--- config.mk ---
export PLATFORM = sky130hd
export DESIGN_NAME = corelet_ctrl
export DESIGN_NICKNAME = d
export VERILOG_FILES = /design/src/rtl/corelet_ctrl.sv
export SDC_FILE = /design/constraint.sdc
export NUM_CORES = 1
export LEC_CHECK = 0
export BUFFER_PORTS_ARGS = -buffer_cell sky130_fd_sc_hd__buf_4
export CAP_MARGIN = 40
export CORE_ASPECT_RATIO = 0.8
export CORE_MARGIN = 2
export CORE_UTILIZATION = 65
export DETAILED_ROUTE_END_ITERATION = 12
export PLACE_DENSITY = 0.89
export REMOVE_ABC_BUFFERS = 1
export SYNTH_ARGS = -nofsm -noshare
export SYNTH_HDL_FRONTEND = slang
export SYNTH_SLANG_ARGS = --single-unit
--- constraint.sdc ---
create_clock -name clk -period 7.55 [get_ports clk]
set_input_delay 0 -clock clk [delete_from_list [all_inputs] [get_ports clk]]
set_output_delay 0 -clock clk [all_outputs]
set_load 0.1 [all_outputs]
--- src/rtl/corelet_ctrl.sv ---
// corelet_ctrl: weight-stationary sequencer for one corelet.
// For each kernel position it loads weights through L0 into the PE array,
// streams activations through L0 while executing, then drains the OFIFO into
// psum SRAM.  After the last kernel position it replays psum SRAM through the
// SFU (accumulate, then optional ReLU).
// Optional build macro: CORELET_CTRL_PERF_EN adds the perf_cycles busy counter.
module corelet_ctrl #(
  parameter int row      = 8,
  parameter int col      = 8,
  parameter int LEN_KIJ  = 9,
  parameter int LEN_NIJ  = 36,
  parameter int LEN_ONIJ = 16,
  parameter int ADDR_W   = 11
) (
  input  logic              clk,
  input  logic              reset,
  input  logic              start,
  input  logic              relu_en,
  output logic              busy,
  output logic              done,
  output logic              err,
  output logic [1:0]        inst,
  output logic              l0_wr,
  output logic              l0_rd,
  input  logic              l0_full,
  output logic              ofifo_rd,
  input  logic              ofifo_valid,
  output logic              xmem_en,
  output logic [ADDR_W-1:0] xmem_addr,
  output logic              pmem_wen,
  output logic              pmem_ren,
  output logic [ADDR_W-1:0] pmem_addr,
  output logic              accumulate,
  output logic              relu,
  output logic              out_valid
`ifdef CORELET_CTRL_PERF_EN
  ,
  output logic [31:0]       perf_cycles
`endif
);

  // Longest per-state count is the execute phase; the sum below is a safe
  // upper bound so no counter can ever wrap inside a state.
  localparam int A_EX_LEN = LEN_NIJ + row + col;
  localparam int CNT_MAX  = A_EX_LEN + LEN_NIJ + LEN_KIJ + row + col + 1;
  localparam int CNT_W    = $clog2(CNT_MAX + 1);
  localparam int KIJ_W    = $clog2(LEN_KIJ + 1);
  localparam int O_W      = $clog2(LEN_ONIJ + 1);

  typedef enum logic [3:0] {
    IDLE    = 4'd0,
    W_RD    = 4'd1,
    W_LD    = 4'd2,
    W_FLUSH = 4'd3,
    A_RD    = 4'd4,
    A_EX    = 4'd5,
    DRAIN   = 4'd6,
    ACC     = 4'd7,
    DONE    = 4'd8
  } state_t;

  // All registered control outputs; drain qualifies the OFIFO/psum strobes,
  // which must follow ofifo_valid in the same cycle.
  typedef struct packed {
    logic              busy;
    logic              done;
    logic [1:0]        inst;
    logic              l0_wr;
    logic              l0_rd;
    logic              xmem_en;
    logic [ADDR_W-1:0] xmem_addr;
    logic              drain;
    logic              pmem_ren;
    logic [ADDR_W-1:0] pmem_addr;
    logic              accumulate;
    logic              relu;
    logic              out_valid;
  } outs_t;

  state_t           state_r, state_s;
  logic [CNT_W-1:0] cnt_r, cnt_s;
  logic [KIJ_W-1:0] kij_r, kij_s;
  logic [O_W-1:0]   o_r, o_s;
  logic             err_r, err_s;
  logic             relu_en_r, relu_en_s;
  logic             abort_s;
  outs_t            outs_r, outs_s;

  // Linear SRAM address a*b+c truncated to the address width.
  function automatic logic [ADDR_W-1:0] addr_of(input int a, input int b, input int c);
    return ADDR_W'(a * b + c);
  endfunction

  // An L0 write into a full L0 aborts the whole run.
  assign abort_s = outs_r.l0_wr & l0_full;

  // Next-state, counter and sticky-error logic
  always_comb begin
    state_s   = state_r;
    cnt_s     = cnt_r;
    kij_s     = kij_r;
    o_s       = o_r;
    err_s     = err_r;
    relu_en_s = relu_en_r;
    if (abort_s) begin
      state_s = IDLE;
      cnt_s   = '0;
      kij_s   = '0;
      o_s     = '0;
      err_s   = 1'b1;
    end else begin
      case (state_r)
        IDLE: begin
          if (start) begin
            state_s   = W_RD;
            cnt_s     = '0;
            kij_s     = '0;
            o_s       = '0;
            err_s     = 1'b0;
            relu_en_s = relu_en;
          end else begin
            state_s = IDLE;
          end
        end
        W_RD: begin
          // row reads plus one trailing cycle for the delayed L0 write
          if (cnt_r == CNT_W'(row)) begin
            state_s = W_LD;
            cnt_s   = '0;
          end else begin
            cnt_s = cnt_r + CNT_W'(1);
          end
        end
        W_LD: begin
          if (cnt_r == CNT_W'(row - 1)) begin
            state_s = W_FLUSH;
            cnt_s   = '0;
          end else begin
            cnt_s = cnt_r + CNT_W'(1);
          end
        end
        W_FLUSH: begin
          if (cnt_r == CNT_W'(row + col - 1)) begin
            state_s = A_RD;
            cnt_s   = '0;
          end else begin
            cnt_s = cnt_r + CNT_W'(1);
          end
        end
        A_RD: begin
          if (cnt_r == CNT_W'(LEN_NIJ)) begin
            state_s = A_EX;
            cnt_s   = '0;
          end else begin
            cnt_s = cnt_r + CNT_W'(1);
          end
        end
        A_EX: begin
          if (cnt_r == CNT_W'(A_EX_LEN - 1)) begin
            state_s = DRAIN;
            cnt_s   = '0;
          end else begin
            cnt_s = cnt_r + CNT_W'(1);
          end
        end
        DRAIN: begin
          // cnt counts pops only, so stalls never disturb the psum address
          if (ofifo_valid) begin
            if (cnt_r == CNT_W'(LEN_NIJ - 1)) begin
              cnt_s = '0;
              kij_s = kij_r + KIJ_W'(1);
              if (int'(kij_r) + 1 < LEN_KIJ) begin
                state_s = W_RD;
              end else begin
                state_s = ACC;
                o_s     = '0;
              end
            end else begin
              cnt_s = cnt_r + CNT_W'(1);
            end
          end else begin
            cnt_s = cnt_r;
          end
        end
        ACC: begin
          // o == LEN_ONIJ is a one-cycle tail carrying the last out_valid
          if (o_r == O_W'(LEN_ONIJ)) begin
            state_s = DONE;
            cnt_s   = '0;
          end else if (cnt_r == CNT_W'(LEN_KIJ)) begin
            cnt_s = '0;
            o_s   = o_r + O_W'(1);
          end else begin
            cnt_s = cnt_r + CNT_W'(1);
          end
        end
        DONE: begin
          state_s = IDLE;
          kij_s   = '0;
          o_s     = '0;
        end
        default: begin
          state_s = IDLE;
          cnt_s   = '0;
        end
      endcase
    end
  end

  // Output decode from the next state so every strobe comes straight from a flop
  always_comb begin
    outs_s      = '0;
    outs_s.busy = (state_s != IDLE);
    case (state_s)
      W_RD: begin
        if (cnt_s < CNT_W'(row)) begin
          outs_s.xmem_en   = 1'b1;
          outs_s.xmem_addr = addr_of(int'(kij_s), row, int'(cnt_s));
        end else begin
          outs_s.xmem_en = 1'b0;
        end
        outs_s.l0_wr = (cnt_s != '0);
      end
      W_LD: begin
        outs_s.l0_rd = 1'b1;
        outs_s.inst  = 2'b01;
      end
      A_RD: begin
        if (cnt_s < CNT_W'(LEN_NIJ)) begin
          outs_s.xmem_en   = 1'b1;
          outs_s.xmem_addr = addr_of(LEN_KIJ, row, int'(cnt_s));
        end else begin
          outs_s.xmem_en = 1'b0;
        end
        outs_s.l0_wr = (cnt_s != '0);
      end
      A_EX: begin
        if (cnt_s < CNT_W'(LEN_NIJ)) begin
          outs_s.l0_rd = 1'b1;
          outs_s.inst  = 2'b10;
        end else begin
          outs_s.inst = 2'b00;
        end
      end
      DRAIN: begin
        outs_s.drain     = 1'b1;
        outs_s.pmem_addr = addr_of(int'(kij_s), LEN_NIJ, int'(cnt_s));
      end
      ACC: begin
        if ((o_s < O_W'(LEN_ONIJ)) && (cnt_s < CNT_W'(LEN_KIJ))) begin
          outs_s.pmem_ren  = 1'b1;
          outs_s.pmem_addr = addr_of(int'(cnt_s), LEN_NIJ, int'(o_s));
        end else begin
          outs_s.pmem_ren = 1'b0;
        end
        outs_s.accumulate = (cnt_s != '0);
        if ((cnt_s == '0) && (o_s != '0)) begin
          outs_s.out_valid = 1'b1;
          outs_s.relu      = relu_en_s;
        end else begin
          outs_s.out_valid = 1'b0;
        end
      end
      DONE: begin
        outs_s.done = 1'b1;
      end
      default: begin
        outs_s.busy = (state_s != IDLE);
      end
    endcase
  end

  // State, counters, sticky error and registered outputs
  always_ff @(posedge clk or posedge reset) begin
    if (reset) begin
      state_r   <= IDLE;
      cnt_r     <= '0;
      kij_r     <= '0;
      o_r       <= '0;
      err_r     <= 1'b0;
      relu_en_r <= 1'b0;
      outs_r    <= '0;
    end else begin
      state_r   <= state_s;
      cnt_r     <= cnt_s;
      kij_r     <= kij_s;
      o_r       <= o_s;
      err_r     <= err_s;
      relu_en_r <= relu_en_s;
      outs_r    <= outs_s;
    end
  end

  assign busy       = outs_r.busy;
  assign done       = outs_r.done;
  assign err        = err_r;
  assign inst       = outs_r.inst;
  assign l0_wr      = outs_r.l0_wr;
  assign l0_rd      = outs_r.l0_rd;
  assign xmem_en    = outs_r.xmem_en;
  assign xmem_addr  = outs_r.xmem_addr;
  assign ofifo_rd   = outs_r.drain & ofifo_valid;
  assign pmem_wen   = outs_r.drain & ofifo_valid;
  assign pmem_ren   = outs_r.pmem_ren;
  assign pmem_addr  = outs_r.pmem_addr;
  assign accumulate = outs_r.accumulate;
  assign relu       = outs_r.relu;
  assign out_valid  = outs_r.out_valid;

`ifdef CORELET_CTRL_PERF_EN
  logic [31:0] perf_r;

  // Busy-cycle counter: cleared by an accepted start, saturating, holds when idle
  always_ff @(posedge clk or posedge reset) begin
    if (reset) begin
      perf_r <= 32'd0;
    end else if ((state_r == IDLE) && start) begin
      perf_r <= 32'd0;
    end else if ((state_r != IDLE) && (perf_r != 32'hFFFF_FFFF)) begin
      perf_r <= perf_r + 32'd1;
    end else begin
      perf_r <= perf_r;
    end
  end

  assign perf_cycles = perf_r;
`endif

endmodule

### Word level (Yosys, flattened, before mapping)

Index checks and enable logic that the tools add are counted.

* register bits after elaboration: 56
* input port bits: 6
* word-level logic and storage cells: 131

* $add $sub $neg: 8
* $mul: 2
* order comparisons: 5
* eq/ne operators: 23
* muxes and demuxes: 61
* bitwise logic cells: 2
* reduce and logical (&&, ||, !) cells: 11

Operators by type and width (number)
* 2-to-1 mux 7 bit: 11
* case mux 7 bit (9 select lines): 1
* 2-to-1 mux 4 bit: 13
* 2-to-1 mux 5 bit: 7
* == test 4 x 3 -> 1 bit (second input constant): 8
* case mux 4 bit (8 select lines): 1
* case mux 12 bit (2 select lines): 1
* case mux 11 bit (2 select lines): 1
* == test 7 x 4 -> 1 bit (second input constant): 3
* == test 7 x 6 -> 1 bit (second input constant): 3
* case mux 5 bit (4 select lines): 1
* 2-to-1 mux 1 bit: 16
* 2-to-1 mux 8 bit: 2
* less-than comparator 7 x 4 -> 1 bit (second input constant): 2
* == test 4 x 2 -> 1 bit (second input constant): 3
* case mux 4 bit (3 select lines): 1
* adder 10 x 7 -> 11 bit: 1
* adder 11 x 5 -> 11 bit: 1
* 2-to-1 mux 11 bit: 1
* multiplier 7 x 4 -> 9 bit (second input constant): 1
* adder 7 x 7 -> 8 bit: 1
* adder 7 x 7 -> 8 bit (first input constant): 1
* == test 4 x 1 -> 1 bit (second input constant): 2
* == test 4 bit (second input constant): 2
* other kinds (24): 28

### Longest topological paths before layout

Gate-level depths: netlist (run 1).

* depth in word-level cells: 11
* gate-level depth with buffers: 22

### Worst setup path before layout (run 1)

Ideal clock, no wire load.

* path type: flip-flop to flip-flop
* from: register cnt_r[0]
* to: register outs_r (netlist bit pmem_addr[10])
* library setup time: 0.076 ns
* data arrival time: 4.053 ns
* data required time: 7.474 ns
* path slack: 3.421 ns
* cell stages (with the launch flop): 20
* clock period less this slack: 4.129 ns
* path through: dfrtp_1 > ha_1 > or4b_4 > o2111ai_2 > nand3_2 > or2_1 > buf_6 > a21o_1 > a22oi_1 > nor2_1 > ha_1 > ha_1 > inv_1 > fa_1 > nor3b_1 > nand3_1 > xnor2_1 > nor2_1 > nand3_1 > o21ai_1

RTL lines
* start: declaration: RTL line 81 `logic [CNT_W-1:0] cnt_r, cnt_s;`
* start signal: assignment: RTL line 285 `cnt_r <= cnt_s;`
* end signal: assignment: RTL line 290 `outs_r <= outs_s;`
* end: declaration: RTL line 87 `outs_t outs_r, outs_s;`

==> results of run 1 <==
timing repair:
action                                  4_1_cts  5_1_grt
setup buffers                                 0        0
endpoints found under the setup margin        0        0
gates resized for setup                       0        0
hold buffers                                  3        0
endpoints found under the hold margin        55        0
area by class of cell:
class                      instances  area (um2)  share of cell area, %
multi-input combinational        334        2445                  55.39
sequential                        53        1326                  30.05
timing repair buffer              43       342.8                  7.766
inverter                          28       105.1                  2.381
tap                               84       105.1                  2.381
clock buffer                       5       68.82                  1.559
clock inverter                     3       21.27                 0.4819
tightest hold or removal path: stages:
cell and delay [ns]:
sky130_fd_sc_hd__dlygate4sd3_1 0.53, sky130_fd_sc_hd__buf_4 0.13, sky130_fd_sc_hd__inv_2 0.25
cell usage after synthesis, types with 3 or more instances:
library cell / count
sky130_fd_sc_hd__a31oi_1: 8
sky130_fd_sc_hd__nor2b_1: 11
sky130_fd_sc_hd__and2_1: 4
sky130_fd_sc_hd__nor4_1: 3
sky130_fd_sc_hd__buf_4: 27
sky130_fd_sc_hd__o21ai_1: 6
sky130_fd_sc_hd__a311oi_1: 3
sky130_fd_sc_hd__ha_1: 33
sky130_fd_sc_hd__or2_1: 3
sky130_fd_sc_hd__clkbuf_1: 4
sky130_fd_sc_hd__nand2b_1: 6
sky130_fd_sc_hd__o22ai_1: 11
sky130_fd_sc_hd__inv_2: 3
sky130_fd_sc_hd__dfrtp_1: 53
sky130_fd_sc_hd__nor4b_1: 3
sky130_fd_sc_hd__o21ai_0: 7
sky130_fd_sc_hd__nor4bb_1: 4
sky130_fd_sc_hd__nand2_1: 34
sky130_fd_sc_hd__o21bai_1: 5
sky130_fd_sc_hd__a21oi_1: 20
sky130_fd_sc_hd__nor2_1: 33
sky130_fd_sc_hd__o21a_1: 4
sky130_fd_sc_hd__a211o_1: 3
sky130_fd_sc_hd__a21o_1: 12
sky130_fd_sc_hd__nand3_1: 14
sky130_fd_sc_hd__xor2_1: 6
sky130_fd_sc_hd__or3_1: 3
sky130_fd_sc_hd__buf_2: 8
sky130_fd_sc_hd__fa_1: 4
sky130_fd_sc_hd__a211oi_1: 3
sky130_fd_sc_hd__nor3b_1: 7
sky130_fd_sc_hd__nor3_1: 12
sky130_fd_sc_hd__xnor2_1: 12
sky130_fd_sc_hd__nand3b_1: 4
sky130_fd_sc_hd__inv_1: 25
state kept, by name, indices dropped and copies added (netlist names):
signal / count
accumulate: 1
busy: 1
cnt_r: 7
done: 1
err: 1
inst: 2
kij_r: 4
l0_rd: 1
l0_wr: 1
o_r: 5
out_valid: 1
outs_r: 1
pmem_addr: 11
pmem_ren: 1
relu: 1
relu_en_r: 1
state_r: 4
xmem_addr: 8
xmem_en: 1
metal layers:
metal | wire length [um] | part of all wire [%] | vias up | global-route usage, %
li1 | - | - | 1628 | -
met1 | 4548 | 43 | 1672 | 42.79
met2 | 4939 | 47 | 164 | 50.68
met3 | 811 | 7.7 | 17 | 5.638
met4 | 172 | 1.6 | 0 | 9.641
met5 | 0 | 0 | - | 0
worst paths after layout:
| check | from | to | slack, ns | cells past startpoint |
|---|---|---|---|---|
| setup / recovery | state_r[0]$_DFF_PP0_ | pmem_addr[10]$_DFF_PP0_ | 2.61 | 17 |
| hold / removal | reset | o_r[2]$_DFF_PP0_ | 0.18 | 3 |
| min in group clk | l0_full | err$_DFFE_PP0P_ | 0.20 | 3 |
| max in group asynchronous | reset | cnt_r[5]$_DFF_PP0_ | 6.85 | 4 |
| hold reg to reg | err$_DFFE_PP0P_ | err$_DFFE_PP0P_ | 0.49 | 2 |
| setup reg to reg | state_r[0]$_DFF_PP0_ | pmem_addr[10]$_DFF_PP0_ | 2.61 | 17 |
cell families (layout without fill, tap and decap cells):
logic type      count (synthesis)  after routing  synth area share [%]
compound gates                108            108                 19.27
xor+xnor                       18             18                 3.800
flops                          53             53                 31.97
other cells                     1              3               0.09038
mux                             3              3                0.7539
fa+ha+maj                      37             37                 11.88
simple gates                  165            165                 22.95
buf+inv                        69             79                 9.288
through the flow:
| step | hold slack [ns] | power (mW) |
|---|---|---|
| after detailed placement | -0.01632 | 1.324 |
| after global routing | 0.2127 | 1.603 |
| after floorplan | 0.1613 | 1.100 |
| after CTS | 0.1838 | 1.497 |
| final | 0.1789 | 1.508 |
| after global placement | 0.2546 | 1.308 |
power by group through the flow:
stage	clock [mW]	sequential (mW)	combinational, mW
detailed placement	0	0.413	0.910
global route	0.182	0.421	1.00
floorplan	0	0.608	0.493
CTS	0.170	0.409	0.918
global placement	0	0.411	0.896
finish	0.168	0.411	0.929
==> out/qor.txt, run 1 <==
RUN STATUS
----------------------------------------------------------------------------------------
Run status                                                                  complete, no violations

CTS
----------------------------------------------------------------------------------------
Clock-pin transition on the worst setup and hold timing paths                    0.11 ns
Largest buffer count on any clock path                                                 2
Clock tree from TritonCTS                                                            yes
Clock H-tree levels                                                                    2
Clk Tree Root Cell                                                          sky130_fd_sc_hd__clkbuf_8
Latest clock arrival within the worst-skew pair                                  0.32 ns
Clock buffer count from CTS                                                            5
Clock sinks                                                                           53

FINISH
----------------------------------------------------------------------------------------
Number of nets in the layout                                                         508
Antenna fix cells                                                                      0
Final cell count without fillers                                                     550
Layout Utilization                                                                70.31%
Relative area change from synthesis to final layout                               6.393%
Commonest cells after routing, fill and taps aside                          53 x sky130_fd_sc_hd__dfrtp_1, 39 x sky130_fd_sc_hd__buf_4, 34 x sky130_fd_sc_hd__nand2_1
Share of layout cells above drive strength 1                                      16.09%
Number of fill cells                                                                 487
Final instance area                                                             4414 um2
Most frequent standard cell in the layout excluding fill and tap cells      sky130_fd_sc_hd__dfrtp_1

SETUP PATH
----------------------------------------------------------------------------------------
Crit-path max cell delay                                                         0.77 ns
CP cell instances                                                           nand4b_1 -> a211oi_1 -> a211o_1 -> or2_1 -> a21o_1 -> a22oi_1 -> nor2_1 -> ha_1 -> ha_1 -> inv_1 -> fa_1 -> nor3b_1 -> nand3_1 -> xnor2_1 -> nor2_1 -> nand3_1 -> o21ai_1
Kind of capture point of the worst setup path                                       flop
Kind of cell with the highest combined delay on the critical path           simple AND/OR/NAND/NOR gates
Crit-path max FO                                                                      22
Library cell contributing the largest single delay on the critical path     sky130_fd_sc_hd__dfrtp_1
Worst setup path category                                                        reg2reg
Startpoint class of the critical path                                               flop
Buffer and inverter count on the worst path                                            1
Critical path data required time                                                 7.80 ns
Arr. time, crit path                                                             5.19 ns

LOGIC SYNTHESIS
----------------------------------------------------------------------------------------
Count of distinct cell types in the synthesized netlist                               77
Gate Count Post-Synth                                                                454
Mean instance size in the synthesized netlist                                  9.139 um2
Synth warnings                                                                         0
Sequential-to-total area share from yosys stat                                    31.97%
Area of the mapped netlist                                                      4149 um2
Fraction of registers with async set or reset after synthesis                     100.0%
Share of Yosys cell area claimed by the top area cell type                        31.97%
Top FF cell, synth                                                          sky130_fd_sc_hd__dfrtp_1
Synthesis-stage register bit count                                                    53
Most area-hungry cell type in the Yosys netlist                             sky130_fd_sc_hd__dfrtp_1
Number of enable-type register cells in the synthesized netlist                        0
Most area-consuming cells after synthesis                                   sky130_fd_sc_hd__dfrtp_1 32%, sky130_fd_sc_hd__ha_1 10%, sky130_fd_sc_hd__buf_4 4.9%

TIMING
----------------------------------------------------------------------------------------
Total setup violations reported at the end of the flow                                 0
Max-slew violations                                                                    0
Clock period minus final worst setup slack                                      4.944 ns
Post-route setup slack                                                          2.606 ns
Actual transition at the worst max-transition pin                              0.8034 ns
Sum Neg Setup Slack                                                                 0 ns
Fin Clk Skew                                                                  0.01058 ns
Max Freq                                                                       202.3 MHz
RSZ-0062 raised after global routing                                               false
Final hold vios                                                                        0
Portion of the clock cycle consumed by the worst path in the final layout         65.48%
Worst slew margin relative to its limit                                           46.03%

POWER
----------------------------------------------------------------------------------------
Clk network pwr share                                                              11.1%
Sw Ratio                                                                          55.37%
Pleak                                                                           2.154 nW
Maximum VDD drop                                                               0.3387 mV
Comb power frac                                                                    61.6%
Int Pwr                                                                         673.2 uW
Power density relative to cell area                                         341.7 nW/um2
Reg power frac                                                                     27.3%
Sw Pwr                                                                          835.1 uW

GRT
----------------------------------------------------------------------------------------
Residual overflow from global routing                                                  0
Maximum number of pins on one net before global-route repair                          40
Global-route wire length before repair                                          16.59 mm
Number of global-route vias before repair                                           3276
Antenna violations before repair                                                       0
Global-route usage over all layers                                                31.02%

FLOORPLANNING
----------------------------------------------------------------------------------------
Area of the die                                                                 7042 um2
Top-level I/O count                                                                   42
Horizontal extent of the die                                                    93.33 um
Starting utilization of the core area                                             66.08%
Total core area                                                                 6279 um2
DIE HEIGHT                                                                      75.46 um
Standard-cell rows                                                                    26

PLACEMENT
----------------------------------------------------------------------------------------
PortBufs                                                                              38
Routability cong.                                                                 0.9578
Cell count after placement                                                           539
Placement Cell Area                                                             4294 um2
Final HPWL from detailed placement                                              8.038 mm
Worst Setup Slack post-DPL                                                      2.692 ns

DRT
----------------------------------------------------------------------------------------
Number of DRC markers in iteration 0                                                 241
Wirelength per Cell                                                             19.04 um
Number of nets with antenna violations after detailed routing                          0
Via density per instance                                                           6.329
DR DRC count                                                                           0
Drt first pass iters                                                                   5
Total Wirelength                                                                10.47 mm
Via count                                                                           3481

WORST HOLD PATH
----------------------------------------------------------------------------------------
Worst min-delay path class                                                      in2async

RUN
----------------------------------------------------------------------------------------
Number of max-capacitance violations reported                                          0

Note: power is estimated with default switching activity, not from simulation.
==> inputs of run 2 (changes only) <==
--- a/config.mk
+++ b/config.mk
@@ -9,9 +9,9 @@
 export CAP_MARGIN = 40
 export CORE_ASPECT_RATIO = 0.8
 export CORE_MARGIN = 2
-export CORE_UTILIZATION = 65
+export CORE_UTILIZATION = 54
 export DETAILED_ROUTE_END_ITERATION = 12
-export PLACE_DENSITY = 0.89
+export PLACE_DENSITY = 0.79
 export REMOVE_ABC_BUFFERS = 1
 export SYNTH_ARGS = -nofsm -noshare
 export SYNTH_HDL_FRONTEND = slang
==> constraint.sdc (replaced) <==
create_clock -name clk -period 4.12 [get_ports clk]
set_input_delay 0 -clock clk [delete_from_list [all_inputs] [get_ports clk]]
set_output_delay 0 -clock clk [all_outputs]
set_load 0.1 [all_outputs]
==> run 2 against run 1 <==
Net effect: clock-buffer cell count grew 2; wire length is 11% higher; cell area rose by 8.8%; global-route usage is 2.9 points lower; fmax up 25%; clock skew down 0.0014 ns; sequential power rose by 69%; power up 100%; setup slack got worse by 2.4 ns; sequential share of layout area fell by 2.3 points; sequential cell count is the same; core utilization shrank 5.6 points; largest cell class unchanged.
==> out/qor.txt, run 2 (synthesis results as in run 1) <==
TIMING
----------------------------------------------------------------------------------------
Final hold vios                                                                        0
Total setup violations reported at the end of the flow                                 0
Portion of the clock cycle consumed by the worst path in the final layout         96.09%
Max-slew violations                                                                    0
Post-route setup slack                                                         0.1613 ns
Worst Hold Slack                                                             0.005449 ns
Fin Clk Skew                                                                 0.009148 ns
Worst slew margin relative to its limit                                           46.77%
Max Freq                                                                       252.6 MHz
Actual transition at the worst max-transition pin                              0.7984 ns
Sum Neg Setup Slack                                                                 0 ns
Clock period minus final worst setup slack                                      3.959 ns

DRT
----------------------------------------------------------------------------------------
Number of DRC markers in iteration 0                                                 285
DR DRC count                                                                           0
Via count                                                                           3764
Number of nets with antenna violations after detailed routing                          0
Via density per instance                                                           6.160
Drt first pass iters                                                                   5
Total Wirelength                                                                11.60 mm
Wirelength per Cell                                                             18.99 um

FINISH
----------------------------------------------------------------------------------------
Most frequent standard cell in the layout excluding fill and tap cells      sky130_fd_sc_hd__buf_4
Share of layout cells above drive strength 1                                      25.30%
Relative area change from synthesis to final layout                               15.80%
Layout Utilization                                                                64.69%
Number of nets in the layout                                                         548
Commonest cells after routing, fill and taps aside                          80 x sky130_fd_sc_hd__buf_4, 49 x sky130_fd_sc_hd__dfrtp_1, 34 x sky130_fd_sc_hd__nand2_1
Final cell count without fillers                                                     611
Final instance area                                                             4805 um2
Max FFs per register                                                                  11
Antenna fix cells                                                                      0

SETUP PATH
----------------------------------------------------------------------------------------
Arr. time, crit path                                                             4.14 ns
Critical path data required time                                                 4.30 ns
Startpoint class of the critical path                                               flop
Crit-path max FO                                                                      11
Critical R2R Launch                                                         state_r[1]$_DFF_PP0_
Worst setup path category                                                        reg2reg
Crit path launch                                                            state_r[1]$_DFF_PP0_
Kind of capture point of the worst setup path                                       flop

GRT
----------------------------------------------------------------------------------------
Most congested layer reported by global routing                                     met2
Antenna violations before repair                                                       0
Met3 Track Usage GR                                                               5.303%
Met1 usage                                                                        39.27%
Residual overflow from global routing                                                  0
Maximum number of pins on one net before global-route repair                          41
Number of global-route vias before repair                                           3483
Global-route met2 utilization                                                     43.75%
Global-route wire length before repair                                          17.94 mm
Global-route usage over all layers                                                28.08%

PLACEMENT
----------------------------------------------------------------------------------------
Worst Setup Slack post-DPL                                                    0.09177 ns
PortBufs                                                                              38
Placement Cell Area                                                             4576 um2
Routability cong.                                                                 0.9901
Cell count after placement                                                           594
Final HPWL from detailed placement                                              8.888 mm

POWER
----------------------------------------------------------------------------------------
Pleak                                                                           2.354 nW
Maximum VDD drop                                                               0.6754 mV
Total power                                                                     3.087 mW
Power density relative to cell area                                         642.5 nW/um2

FLOORPLANNING
----------------------------------------------------------------------------------------
Area of the die                                                                 8405 um2
Top-level I/O count                                                                   42
Starting utilization of the core area                                             55.86%
DIE HEIGHT                                                                      82.40 um
Standard-cell rows                                                                    28
Horizontal extent of the die                                                      102 um
Total core area                                                                 7427 um2

WORST HOLD PATH
----------------------------------------------------------------------------------------
Worst min-delay path class                                                        in2reg
Hold wc startpoint                                                                 start

CTS
----------------------------------------------------------------------------------------
Clock sinks                                                                           53
Latest clock arrival within the worst-skew pair                                  0.31 ns
Largest buffer count on any clock path                                                 2
Clock H-tree levels                                                                    2
Clock tree from TritonCTS                                                            yes
Clock buffer count from CTS                                                            5
Clock-pin transition on the worst setup and hold timing paths                    0.10 ns
Clk Tree Root Cell                                                          sky130_fd_sc_hd__clkbuf_8

RUN
----------------------------------------------------------------------------------------
Number of max-capacitance violations reported                                          0

RUN STATUS
----------------------------------------------------------------------------------------
Run status                                                                  complete, no violations

-- run 2: cell types whose count changed in the layout (fill, tap and decap cells not counted), moves of 2 or more --
cell / delta
sky130_fd_sc_hd__dfrtp_1: -4
sky130_fd_sc_hd__dfrtp_2: +4
sky130_fd_sc_hd__buf_4: +41
sky130_fd_sc_hd__clkbuf_1: +2
sky130_fd_sc_hd__ha_1: -2
-- run 2: routing by layer --
metal | up-vias | wire (um)
li1 | 1705 | -
met1 | 1821 | 5077
met2 | 206 | 5160
met3 | 32 | 1012
met4 | 0 | 352
met5 | - | 0
-- run 2: where the power goes --
group	leakage [nW]	switching, mW	internal [mW]
Combinational	1.61	1.39	0.704
Clock	0.0385	0.174	0.121
Sequential	0.708	0.0738	0.622
-- run 2: cell type report --
cell class,count,area (um2)
multi-input cells,334,2512
clock inverters,1,7.507
repair buffers,83,640.6
well taps,105,131.4
clock buffers,7,76.32
fillers,617,2623
flip-flops and latches,53,1331
inverters,28,105.1
-- run 2: worst max-delay path: stages (launching register included) --
cell and delay, ns:
sky130_fd_sc_hd__dfrtp_1 0.50, sky130_fd_sc_hd__buf_4 0.25, sky130_fd_sc_hd__nor2_1 0.07, sky130_fd_sc_hd__a32oi_1 0.47, sky130_fd_sc_hd__nor2_1 0.30, sky130_fd_sc_hd__a2111oi_4 0.45
sky130_fd_sc_hd__nor3_2 0.16, sky130_fd_sc_hd__ha_1 0.28, sky130_fd_sc_hd__fa_1 0.41, sky130_fd_sc_hd__a21o_1 0.17, sky130_fd_sc_hd__a21oi_1 0.24, sky130_fd_sc_hd__nor2b_1 0.09
sky130_fd_sc_hd__o21a_1 0.20, sky130_fd_sc_hd__xnor2_1 0.14, sky130_fd_sc_hd__o22ai_1 0.10
-- run 2: final timing paths --
path | endpoint | slack, ns | cells after the start
max | pmem_addr[8]$_DFF_PP0_ | 0.16 | 14
min | err$_DFFE_PP0P_ | 0.005 | 4
max reg2reg | pmem_addr[8]$_DFF_PP0_ | 0.16 | 14
min reg2reg | err$_DFFE_PP0P_ | 0.49 | 2
max in group asynchronous | cnt_r[2]$_DFF_PP0_ | 3.39 | 4
min in group asynchronous | kij_r[1]$_DFF_PP0_ | 0.19 | 3
-- run 2: timing repair --
action | in CTS | in global routing
hold buffers | 2 | 0
resized for setup | 0 | 16
hold endpoints to repair | 54 | 0
setup endpoints to repair | 0 | 18
setup buffers | 0 | 7
==> inputs of run 3 (changes only) <==
--- a/config.mk
+++ b/config.mk
@@ -11,6 +11,7 @@
 export CORE_MARGIN = 2
 export CORE_UTILIZATION = 54
 export DETAILED_ROUTE_END_ITERATION = 12
+export HOLD_SLACK_MARGIN = 0.15
 export PLACE_DENSITY = 0.79
 export REMOVE_ABC_BUFFERS = 1
 export SYNTH_ARGS = -nofsm -noshare
==> run 3 against run 2 <==
Net effect: first-iteration DRC count is 13% higher; sequential share of layout area down 0.11 points; core utilization is 0.27 points higher.
==> out/qor.txt, run 3 (synthesis results as in run 1) <==
RUN STATUS
----------------------------------------------------------------------------------------
Run status                                                                  complete, no violations

TIMING
----------------------------------------------------------------------------------------
Final hold vios                                                                        0
Clock period minus final worst setup slack                                      3.938 ns
Total setup violations reported at the end of the flow                                 0
Portion of the clock cycle consumed by the worst path in the final layout         95.58%
Max-slew violations                                                                    0
Actual transition at the worst max-transition pin                              0.8006 ns
Worst slew margin relative to its limit                                           46.63%
Max Freq                                                                       253.9 MHz
Fin Clk Skew                                                                 0.009658 ns

DRT
----------------------------------------------------------------------------------------
Via count                                                                           3759
Wirelength per Cell                                                             18.94 um
Via density per instance                                                           6.132
Number of nets with antenna violations after detailed routing                          0
Total Wirelength                                                                11.61 mm
Drt first pass iters                                                                   5
Number of DRC markers in iteration 0                                                 322
DR DRC count                                                                           0

SETUP PATH
----------------------------------------------------------------------------------------
Arr. time, crit path                                                             4.18 ns
R2R cell count                                                                        19
Worst setup path category                                                        reg2reg
Kind of capture point of the worst setup path                                       flop
Startpoint class of the critical path                                               flop
Crit-path max FO                                                                       6
Critical R2R Launch                                                         cnt_r[3]$_DFF_PP0_
Crit-path max cell delay                                                         0.48 ns
Library cell contributing the largest single delay on the critical path     sky130_fd_sc_hd__dfrtp_1
R2R Path End                                                                pmem_addr[10]$_DFF_PP0_
Worst reg-to-reg setup slack                                                     0.18 ns
CP cell instances                                                           buf_4 -> nor3b_1 -> a311oi_1 -> a211o_1 -> buf_4 -> o22ai_1 -> nand2_1 -> nand2_1 -> inv_1 -> ha_1 -> ha_1 -> inv_1 -> fa_1 -> nor3b_2 -> nand3_1 -> xnor2_1 -> nor2_1 -> nand3_1 -> o21ai_1
Critical path data required time                                                 4.36 ns

GRT
----------------------------------------------------------------------------------------
Number of global-route vias before repair                                           3503
Antenna violations before repair                                                       0
Residual overflow from global routing                                                  0
Global-route wire length before repair                                          18.00 mm
Global-route usage over all layers                                                28.17%
Maximum number of pins on one net before global-route repair                          41

FLOORPLANNING
----------------------------------------------------------------------------------------
Horizontal extent of the die                                                      102 um
Standard-cell rows                                                                    28
DIE HEIGHT                                                                      82.40 um
Top-level I/O count                                                                   42
Area of the die                                                                 8405 um2
Starting utilization of the core area                                             55.86%
Total core area                                                                 7427 um2

FINISH
----------------------------------------------------------------------------------------
Number of nets in the layout                                                         550
Number of fill cells                                                                 616
Layout Utilization                                                                64.96%
Antenna fix cells                                                                      0
Final instance area                                                             4825 um2
Commonest cells after routing, fill and taps aside                          80 x sky130_fd_sc_hd__buf_4, 49 x sky130_fd_sc_hd__dfrtp_1, 34 x sky130_fd_sc_hd__nand2_1
Share of layout cells above drive strength 1                                      25.20%
Final cell count without fillers                                                     613
Max FFs per register                                                                  11
Most frequent standard cell in the layout excluding fill and tap cells      sky130_fd_sc_hd__buf_4
Relative area change from synthesis to final layout                               16.28%

POWER
----------------------------------------------------------------------------------------
Total power                                                                     3.094 mW
Power density relative to cell area                                         641.3 nW/um2
Maximum VDD drop                                                               0.6750 mV
Pleak                                                                           2.362 nW

CTS
----------------------------------------------------------------------------------------
Largest buffer count on any clock path                                                 2
Clock H-tree levels                                                                    2
Clock-pin transition on the worst setup and hold timing paths                    0.10 ns
Clock sinks                                                                           53
Latest clock arrival within the worst-skew pair                                  0.31 ns
Clock buffer count from CTS                                                            5
Clk Tree Root Cell                                                          sky130_fd_sc_hd__clkbuf_8
Clock tree from TritonCTS                                                            yes

RUN
----------------------------------------------------------------------------------------
Number of max-capacitance violations reported                                          0

WORST HOLD PATH
----------------------------------------------------------------------------------------
Worst min-delay path class                                                      in2async

PLACEMENT
----------------------------------------------------------------------------------------
Routability cong.                                                                 0.9901
PortBufs                                                                              38
Cell count after placement                                                           594
Placement Cell Area                                                             4576 um2
Final HPWL from detailed placement                                              8.888 mm

-- run 3: changes by cell type in the layout (fill, tap and decap cells not counted), sizes merged --
cell,change
dlygate4sd3,+2
-- run 3: metrics by stage --
| step | setup TNS (ns) | hold WS [ns] | setup WS (ns) |
|---|---|---|---|
| 2_1_floorplan | -0.07833 | 0.1613 | -0.07833 |
| 3_3_place_gp | 0 | 0.2660 | 0.08091 |
| 3_5_place_dp | 0 | -0.01583 | 0.09177 |
| 4_1_cts | 0 | 0.2119 | 0.03162 |
| 5_1_grt | -0.05976 | 0.2251 | -0.05976 |
| 6_report | 0 | 0.1955 | 0.1820 |
-- run 3: metal layers --
metal | GRT usage (%) | vias up | part of all wire (%)
met2 | 44.08 | 205 | 45
met4 | 10.00 | 0 | 2.9
met5 | 0 | - | 0
met1 | 39.27 | 1814 | 44
met3 | 5.303 | 31 | 8.2
li1 | - | 1709 | -
-- run 3: worst max-delay path: cells and delay by family, from the launching register on --
family                   cells  cell delay (ns)
flip-flops                   1             0.48
AND/OR/NAND/NOR              7             0.98
AO/OA/AOI/OAI                4             0.79
buffers and inverters        4             0.54
adder cells (fa/ha/maj)      3             0.94
XOR/XNOR                     1             0.14
-- run 3: report_power, final --
part	internal [mW]	switching, mW	total (mW)
clock network	0.121	0.173	0.294
logic	0.712	1.39	2.10
registers	0.622	0.0733	0.695
-- run 3: repair_timing --
item,in CTS,in global routing
hold endpoints to repair,55,0
setup endpoints to repair,0,18
gates resized for setup,0,16
buffers inserted,0,7
hold buffers,4,0
-- run 3: layout make-up --
class	instances	area, um2	area share, %
clock buffers	7	76.32	1.582
clock inverters	1	7.507	0.1556
inverters	28	105.1	2.178
multi-input cells	334	2512	52.07
flip-flops and latches	53	1331	27.59
well taps	105	131.4	2.723
repair buffers	85	660.6	13.69
-- run 3: worst max-delay path by stage --
| stage | start | to | slack (ns) | cells past startpoint |
|---|---|---|---|---|
| 6_report | cnt_r[3]$_DFF_PP0_ | pmem_addr[10]$_DFF_PP0_ | 0.18 | 19 |
| 5_1_grt | cnt_r[3]$_DFF_PP0_ | pmem_addr[10]$_DFF_PP0_ | -0.06 | 19 |
| 4_1_cts | cnt_r[6]$_DFF_PP0_ | pmem_addr[10]$_DFF_PP0_ | 0.03 | 18 |
| 3_5_place_dp | cnt_r[6]$_DFF_PP0_ | pmem_addr[10]$_DFF_PP0_ | 0.09 | 18 |
| 3_3_place_gp | state_r[3]$_DFF_PP0_ | pmem_addr[10]$_DFF_PP0_ | 0.08 | 17 |
| 2_1_floorplan | state_r[0]$_DFF_PP0_ | pmem_addr[10]$_DFF_PP0_ | -0.08 | 17 |
